===== src/rtl/range_ascii_formatter.sv =====
// Range-reading to ASCII formatter.
//
// Converts an unsigned binary range (cm) into four ASCII digits for the downstream 4-digit
// 7-segment display driver. Conversion is iterative double-dabble, one input bit per clock:
//   IDLE --START--> SHIFT (WIDTH edges) --> FORMAT (1 edge, DONE pulse) --> IDLE
// Readings above MAX_VALUE skip SHIFT and format as "----" with OVF set.
//
// Build option:
//   RANGE_ASCII_LZB_EN  when defined, leading zeros are blanked to spaces (units never blanked),
//                       and the reset pattern becomes "   0". Default is zero padding ("0042").
//
// DATA1..DATA4 and OVF only change on the FORMAT edge or reset, so the display driver may
// sample them at any time.

module range_ascii_formatter #(
  parameter int unsigned WIDTH     = 14,   // legal range 4..16
  parameter int unsigned MAX_VALUE = 9999
) (
  input  logic             CLK,
  input  logic             RST_N,
  input  logic [WIDTH-1:0] VALUE,
  input  logic             START,
  output logic [7:0]       DATA1,
  output logic [7:0]       DATA2,
  output logic [7:0]       DATA3,
  output logic [7:0]       DATA4,
  output logic             BUSY,
  output logic             DONE,
  output logic             OVF
);

  localparam logic [7:0] CharZero  = 8'h30;
  localparam logic [7:0] CharDash  = 8'h2D;
  localparam logic [7:0] CharSpace = 8'h20;
  localparam logic [3:0] LastCnt   = 4'(WIDTH - 1);

`ifdef RANGE_ASCII_LZB_EN
  localparam logic [7:0] RstCharHi = CharSpace;
`else
  localparam logic [7:0] RstCharHi = CharZero;
`endif
  // Units digit always shows a character, blanked or not.
  localparam logic [7:0] RstCharLo = CharZero;

  typedef enum logic [1:0] {
    StIdle   = 2'd0,
    StShift  = 2'd1,
    StFormat = 2'd2
  } state_e;

  state_e           state_q, state_d;
  logic [WIDTH-1:0] sr_q, sr_d;
  logic [15:0]      bcd_q, bcd_d;
  logic [3:0]       cnt_q, cnt_d;
  logic             ovf_flag_q, ovf_flag_d;

  logic [7:0]       data1_q, data1_d;
  logic [7:0]       data2_q, data2_d;
  logic [7:0]       data3_q, data3_d;
  logic [7:0]       data4_q, data4_d;
  logic             busy_q, busy_d;
  logic             done_q, done_d;
  logic             ovf_q, ovf_d;

  logic [15:0]      bcd_adj;
  logic             value_over;
  logic [7:0]       fmt1, fmt2, fmt3, fmt4;

  // Out-of-range check done at the accepting edge so overflow never enters SHIFT.
  always_comb begin
    value_over = 32'(VALUE) > 32'(MAX_VALUE);
  end

  // Shift/add-3 correction: every BCD nibble >= 5 gets +3 before the next shift.
  always_comb begin
    bcd_adj = bcd_q;
    for (int i = 0; i < 4; i++) begin
      if (bcd_q[4*i +: 4] >= 4'd5) begin
        bcd_adj[4*i +: 4] = bcd_q[4*i +: 4] + 4'd3;
      end
    end
  end

  // Character mapping of the finished BCD value, including overflow and optional blanking.
  always_comb begin
    fmt1 = CharZero + {4'h0, bcd_q[15:12]};
    fmt2 = CharZero + {4'h0, bcd_q[11:8]};
    fmt3 = CharZero + {4'h0, bcd_q[7:4]};
    fmt4 = CharZero + {4'h0, bcd_q[3:0]};
`ifdef RANGE_ASCII_LZB_EN
    // Blank from the left until the first nonzero digit; units stays visible.
    if (bcd_q[15:12] == 4'd0) begin
      fmt1 = CharSpace;
      if (bcd_q[11:8] == 4'd0) begin
        fmt2 = CharSpace;
        if (bcd_q[7:4] == 4'd0) begin
          fmt3 = CharSpace;
        end
      end
    end
`endif
    if (ovf_flag_q) begin
      fmt1 = CharDash;
      fmt2 = CharDash;
      fmt3 = CharDash;
      fmt4 = CharDash;
    end
  end

  // Next-state and registered-output logic for the IDLE/SHIFT/FORMAT sequencer.
  always_comb begin
    state_d    = state_q;
    sr_d       = sr_q;
    bcd_d      = bcd_q;
    cnt_d      = cnt_q;
    ovf_flag_d = ovf_flag_q;
    data1_d    = data1_q;
    data2_d    = data2_q;
    data3_d    = data3_q;
    data4_d    = data4_q;
    busy_d     = busy_q;
    done_d     = 1'b0;
    ovf_d      = ovf_q;

    unique case (state_q)
      StIdle: begin
        if (START) begin
          sr_d       = VALUE;
          bcd_d      = '0;
          cnt_d      = LastCnt;
          busy_d     = 1'b1;
          ovf_flag_d = value_over;
          state_d    = value_over ? StFormat : StShift;
        end
      end

      StShift: begin
        // {BCD, shift register} moves left one bit; input MSB enters the BCD LSB.
        {bcd_d, sr_d} = {bcd_adj[14:0], sr_q, 1'b0};
        if (cnt_q == 4'd0) begin
          state_d = StFormat;
        end else begin
          cnt_d = cnt_q - 4'd1;
        end
      end

      StFormat: begin
        data1_d = fmt1;
        data2_d = fmt2;
        data3_d = fmt3;
        data4_d = fmt4;
        ovf_d   = ovf_flag_q;
        done_d  = 1'b1;
        busy_d  = 1'b0;
        state_d = StIdle;
      end

      default: begin
        state_d = StIdle;
        busy_d  = 1'b0;
      end
    endcase
  end

  // State and output registers; reset aborts any conversion in flight.
  always_ff @(posedge CLK or negedge RST_N) begin
    if (!RST_N) begin
      state_q    <= StIdle;
      sr_q       <= '0;
      bcd_q      <= '0;
      cnt_q      <= '0;
      ovf_flag_q <= 1'b0;
      data1_q    <= RstCharHi;
      data2_q    <= RstCharHi;
      data3_q    <= RstCharHi;
      data4_q    <= RstCharLo;
      busy_q     <= 1'b0;
      done_q     <= 1'b0;
      ovf_q      <= 1'b0;
    end else begin
      state_q    <= state_d;
      sr_q       <= sr_d;
      bcd_q      <= bcd_d;
      cnt_q      <= cnt_d;
      ovf_flag_q <= ovf_flag_d;
      data1_q    <= data1_d;
      data2_q    <= data2_d;
      data3_q    <= data3_d;
      data4_q    <= data4_d;
      busy_q     <= busy_d;
      done_q     <= done_d;
      ovf_q      <= ovf_d;
    end
  end

  assign DATA1 = data1_q;
  assign DATA2 = data2_q;
  assign DATA3 = data3_q;
  assign DATA4 = data4_q;
  assign BUSY  = busy_q;
  assign DONE  = done_q;
  assign OVF   = ovf_q;

endmodule


===== config.mk =====
export PLATFORM = sky130hd
export DESIGN_NAME = range_ascii_formatter
export DESIGN_NICKNAME = d
export VERILOG_FILES = /design/src/rtl/range_ascii_formatter.sv
export SDC_FILE = /design/constraint.sdc
export NUM_CORES = 1
export LEC_CHECK = 0
export BUFFER_PORTS_ARGS = -buffer_cell sky130_fd_sc_hd__buf_2
export CAP_MARGIN = 25
export CORE_ASPECT_RATIO = 1.5
export CORE_MARGIN = 4
export CORE_UTILIZATION = 40
export CTS_BUF_LIST = sky130_fd_sc_hd__clkbuf_4
export CTS_CLUSTER_DIAMETER = 200
export DETAILED_ROUTE_END_ITERATION = 8
export PLACE_DENSITY = 0.72
export SKIP_CTS_REPAIR_TIMING = 1
export SKIP_LAST_GASP = 1
export SLEW_MARGIN = 20
export SYNTH_ARGS = -nofsm -noshare
export SYNTH_HDL_FRONTEND = slang
export SYNTH_SLANG_ARGS = --single-unit

===== constraint.sdc =====
create_clock -name CLK -period 1.81 [get_ports CLK]
set_input_delay 0.181 -clock CLK [delete_from_list [all_inputs] [get_ports CLK]]
set_output_delay 0.181 -clock CLK [all_outputs]
set_load 0.03 [all_outputs]

* Word-level counts from Yosys, hierarchy flattened
Index checks and enable logic that the tools add are counted.
** Storage, ports and cells
- Register bits :: 72
- Bits of input ports :: 17
- Output and inout bits :: 35
- Logic and storage cells :: 62
** Cells by class
- Add/subtract/negate cells :: 9
- Magnitude comparators :: 5
- Equal/unequal tests :: 5
- Muxes and demuxes :: 22
- Bitwise operators :: 1
- Reductions and logical operators :: 8
** Operator list (count)
- 16-bit one-hot mux with 2 select lines :: 1
- 6-bit by 4-bit adder with 7-bit output (first input constant) :: 4
- 7-bit two-way mux :: 4
- 14-bit one-hot mux with 2 select lines :: 1
- 4-bit two-way mux :: 5
- 4-bit by 3-bit greater-or-equal comparator with 1-bit output (second input constant) :: 4
- 16-bit two-way mux :: 1
- 14-bit > comparator (second input constant) :: 1
- 14-bit two-way mux :: 1
- 4-bit by 2-bit adder with 4-bit output (second input constant) :: 3
- 4-bit one-hot mux with 2 select lines :: 1
- 2-bit AND reduction :: 4
- 2-bit two-way mux :: 3
- 2-bit inequality test (second input constant) :: 3
- 4-bit logical NOT :: 1
- 2-bit one-hot mux with 2 select lines :: 1
- 4-bit by 1-bit subtractor with 4-bit output (second input constant) :: 1
- 3-bit by 2-bit adder with 3-bit output (second input constant) :: 1
- 3-bit two-way mux :: 1
- 3-bit AND reduction :: 1
- 2-bit by 1-bit == test with 1-bit output (second input constant) :: 1
- 2-bit == test (second input constant) :: 1
- 2-bit logical NOT :: 1
- 1-bit two-way mux :: 2
- other kinds (3) :: 3

* Logic depth before layout (Yosys ltp)
- Depth after elaboration :: 4
- Depth in mapped cells :: 6

* Worst setup path before layout
Ideal clock, no wire load.
- Path type :: register to register
- From :: reg cnt_q[0]
- To :: reg state_q[0]
- Data arrival time :: 1.380 ns
- Required time :: 1.692 ns
- Slack :: 0.312 ns
- Cell stages (with the launch flop) :: 6
- Period minus slack after synthesis :: 1.498 ns
- Cell sequence :: dfrtp_1 inv_1 ha_1 nor3b_1 o22ai_1 a21o_1
** On the way
- Longest elaborated chain between the ends :: 3
** RTL lines
- start, declared :: line 54 : logic [3:0] cnt_q, cnt_d;
- start signal, assigned :: line 184 : cnt_q <= cnt_d;
- 4-bit logical NOT :: line 140 : if (cnt_q == 4'd0) begin
- 2-bit inequality test (no line)
- 2-bit AND reduction (no line)
- end signal, assigned :: line 168 : state_q <= StIdle;
- end signal, assigned :: line 181 : state_q <= state_d;
- end, declared :: line 51 : state_e state_q, state_d;
Every way passes these cells.
A chain may end at the register's enable or synchronous reset.

* Worst setup path in the final report
- From :: reg cnt_q[0]
- To :: reg cnt_q[1]
** On the way
- Longest elaborated chain between the ends :: 3
- Elaborated cells between the ends (all ways) :: 6
- Classes of those cells :: add/sub (1); eq/ne (1); mux (2); reduce/logical (2)
** RTL lines (line)
- 4-bit by 1-bit subtractor with 4-bit output or 4-bit logical NOT (tied branches) :: 143, 140
- 4-bit two-way mux or 2-bit inequality test (tied branches)
- 4-bit one-hot mux with 2 select lines or 3-bit AND reduction (tied branches)
Several ways; a longest one is shown, not always the timed one. The select of a mux whose other input is x is not followed.

==> metrics.txt <==
initial DRC count=136; Pre-antenna DRT Iters=4; grt peak-use layer=met2; Post-Route WL=5.95 mm; Seq/Total Area, Yosys=48.3%; global-route wire length before repair=10.3 mm; Min Clock Period, post-route=1.57 ns; number of diodes=0; Core ar.=7230 µm²; worst path required time=between 2 and 2.5 ns; vias=roughly 2.3k; # fillers=742; Num CTS Buffers=9; most frequent cells after synthesis=dfrtp_1 (56), nand2_1 (56), nor2_1 (27); critical path class=reg -> reg; PnR Total Power=5740 µW; Post-synth ARST share=100%; static leakage=between 0.0015 and 0.002 µW; Largest delay share family, worst path=simple AND/OR/NAND/NOR gates; htree depth=3; die width=~78 µm; Post-Route Skew=0.0118 ns; clock tree sinks=between 50 and 60; Seq cells post-synth=57; setup TNS=0 ns; initial antenna violation count=0; Pins Over Slew Limit=0; GRT Total Usage=~14%; status=finished, final reports clean; f_max=between 600 and 700 MHz; clk slew on worst S/H paths=0.09 ns; DIE HEIGHT=113 µm; Avg Cell Area, Syn=9.56 µm²; CP endpoint kind=flip-flop; synth top area cells=dfrtp_1 (47%), nand2_1 (7.1%), buf_4 (4.1%), ha_1 (3.8%), nor2_1 (3.4%); RSZ-0062 raised after global routing=no; Yosys top cell area share=between 40% and 50%; Clock Path Buffers=2; Slowest-stage cell, CP=or4b_1; NumNets Final=between 300 and 400; largest net degree at the start of global routing=between 50 and 60; Unique masters post-synth=45; remaining antenna violation count=0; post-synthesis to final-layout area growth=11.1%; Cell Pwr Density=1750 nW/µm²; detailed placement HPWL=approximately 4 mm; Arr. time, crit path=about 1.9 ns; Crit Path Max Fanout=5; GR Util met1=16.9%; Critical Path, Cell by Cell=inv_1 > ha_1 > nor3b_2 > or4b_1 > o211ai_1; Fin. Hold Viols=0; die area=~8800 µm²; DRC Markers=0; Core Rows=38; area of the multi-input gates=1230 µm²; register area=1430 µm²; EDFF count, synth=0; Post-Synthesis Cells=a little over 300; leading area contributor after synthesis=dfrtp_1; CTS tree=done; gpl congestion=0.833; Initial Util=~41%; CTS Root Cell=clkbuf_4; Synth Flop Type=dfrtp_1; WL/cell=13.3 µm; Ys Warns=0; M2 GR Usage=23.2%; Peak VDD IR=0.748 mV; relative slew slack=59.1%; Worst Path Buf+Inv=1; clk_lat worst skew=0.40 ns; Tightest Pin Transition=0.614 ns; fin crit share=approximately 87%; global routing usage on met3=between 3 and 4%; number of global-route vias before repair=2,334; max_cap viols=0; CP Launch Type=flip-flop; HP Class=in -> reg; IO Count=52; Setup Viol. Count Final=0; worst stage delay on the critical path=0.48 ns; synthesized area=2950 µm²; Port-buffer cells=39; vias per cell=5.16; grt ovf=0; share of layout cells above drive strength 1=roughly 19%
[worst reg2reg max path: stages (launching register included)]
cell,delay (ns)
dfrtp_1,0.41
inv_1,0.08
ha_1,0.24
nor3b_2,0.18
or4b_1,0.48
o211ai_1,0.10
[power breakdown]
group / total (µW) / switching [µW] / internal [µW]
sequential: 2250 / 436 / 1810
combinational: 2620 / 1680 / 942
clock: 873 / 466 / 407
total: 5740 / 2580 / 3160
[metal layers]
layer / share of wire (%) / vias up
li1: - / 1115
met1: 43 / 1095
met2: 49 / 80
met3: 6.3 / 16
met4: 2.6 / 0
met5: 0 / -
[state kept, by name, indices dropped and copies added (netlist names)]
| signal | cells |
|---|---|
| DATA1 | 5 |
| DATA4 | 4 |
| BUSY | 1 |
| DATA2 | 4 |
| DONE | 1 |
| cnt_q | 4 |
| OVF | 1 |
| sr_q | 14 |
| bcd_q | 16 |
| ovf_flag_q | 1 |
| DATA3 | 4 |
| state_q | 2 |
[per-stage QoR]
step	instances	setup WS (ns)	instance area, µm²	utilization, %	hold slack (ns)
2_1_floorplan	319	0.312	2990	-	-0.115
3_3_place_gp	430	0.351	3140	43.4	0.209
3_5_place_dp	430	0.220	3140	43.4	0.206
4_1_cts	446	0.170	3270	45.2	-0.230
5_1_grt	447	0.0947	3280	45.4	0.0279
6_report	447	0.242	3280	45.4	0.0326
[area by class of cell]
| class | instances | share of cell area [%] |
|---|---|---|
| repair buffers | 46 | 8.77 |
| inverters | 21 | 2.40 |
| multi-input cells | 207 | 37.6 |
| well taps | 100 | 3.81 |
| flip-flops and latches | 57 | 43.5 |
| clock inverters | 7 | 1.87 |
| clock buffers | 9 | 2.06 |
[worst paths after layout]
check | slack (ns) | to | startpoint | cells after the start
max | 0.24 | cnt_q[1] | cnt_q[0] | 5
min in group asynchronous | 0.31 | DATA2[3] | RST_N | 3
max in group asynchronous | 1.20 | DATA1[4] | RST_N | 3
min | 0.03 | sr_q[0] | VALUE[0] | 2
min reg2reg | 0.48 | DATA1[1] | DATA1[1] | 2
max reg2reg | 0.24 | cnt_q[1] | cnt_q[0] | 5
[layout by cell type, fill, tap and decap left out, types with 8 or more instances in the layout]
| cell type | count |
|---|---|
| o2111ai_1 | 8 |
| buf_2 | 39 |
| dfrtp_1 | 56 |
| a31oi_1 | 13 |
| nor2_1 | 27 |
| inv_1 | 21 |
| ha_1 | 9 |
| nand2_1 | 56 |
| conb_1 | 12 |
| clkbuf_4 | 9 |
| o21ai_0 | 20 |
| o31ai_1 | 8 |
[cell families (layout without fill, tap and decap cells)]
group	Yosys count	count (layout)	share of synthesized area [%]
DFF	57	57	48.3
xor gates and xnor gates	3	3	0.890
adders and majority gates	9	9	3.81
other	2	12	0.254
buffers and inverters	55	83	11.4
AOI/OAI and AO/OA	80	80	19.7
and+or+nand+nor	102	102	15.3
muxes	1	1	0.381
No activity file was read; power rests on OpenSTA's default activity.
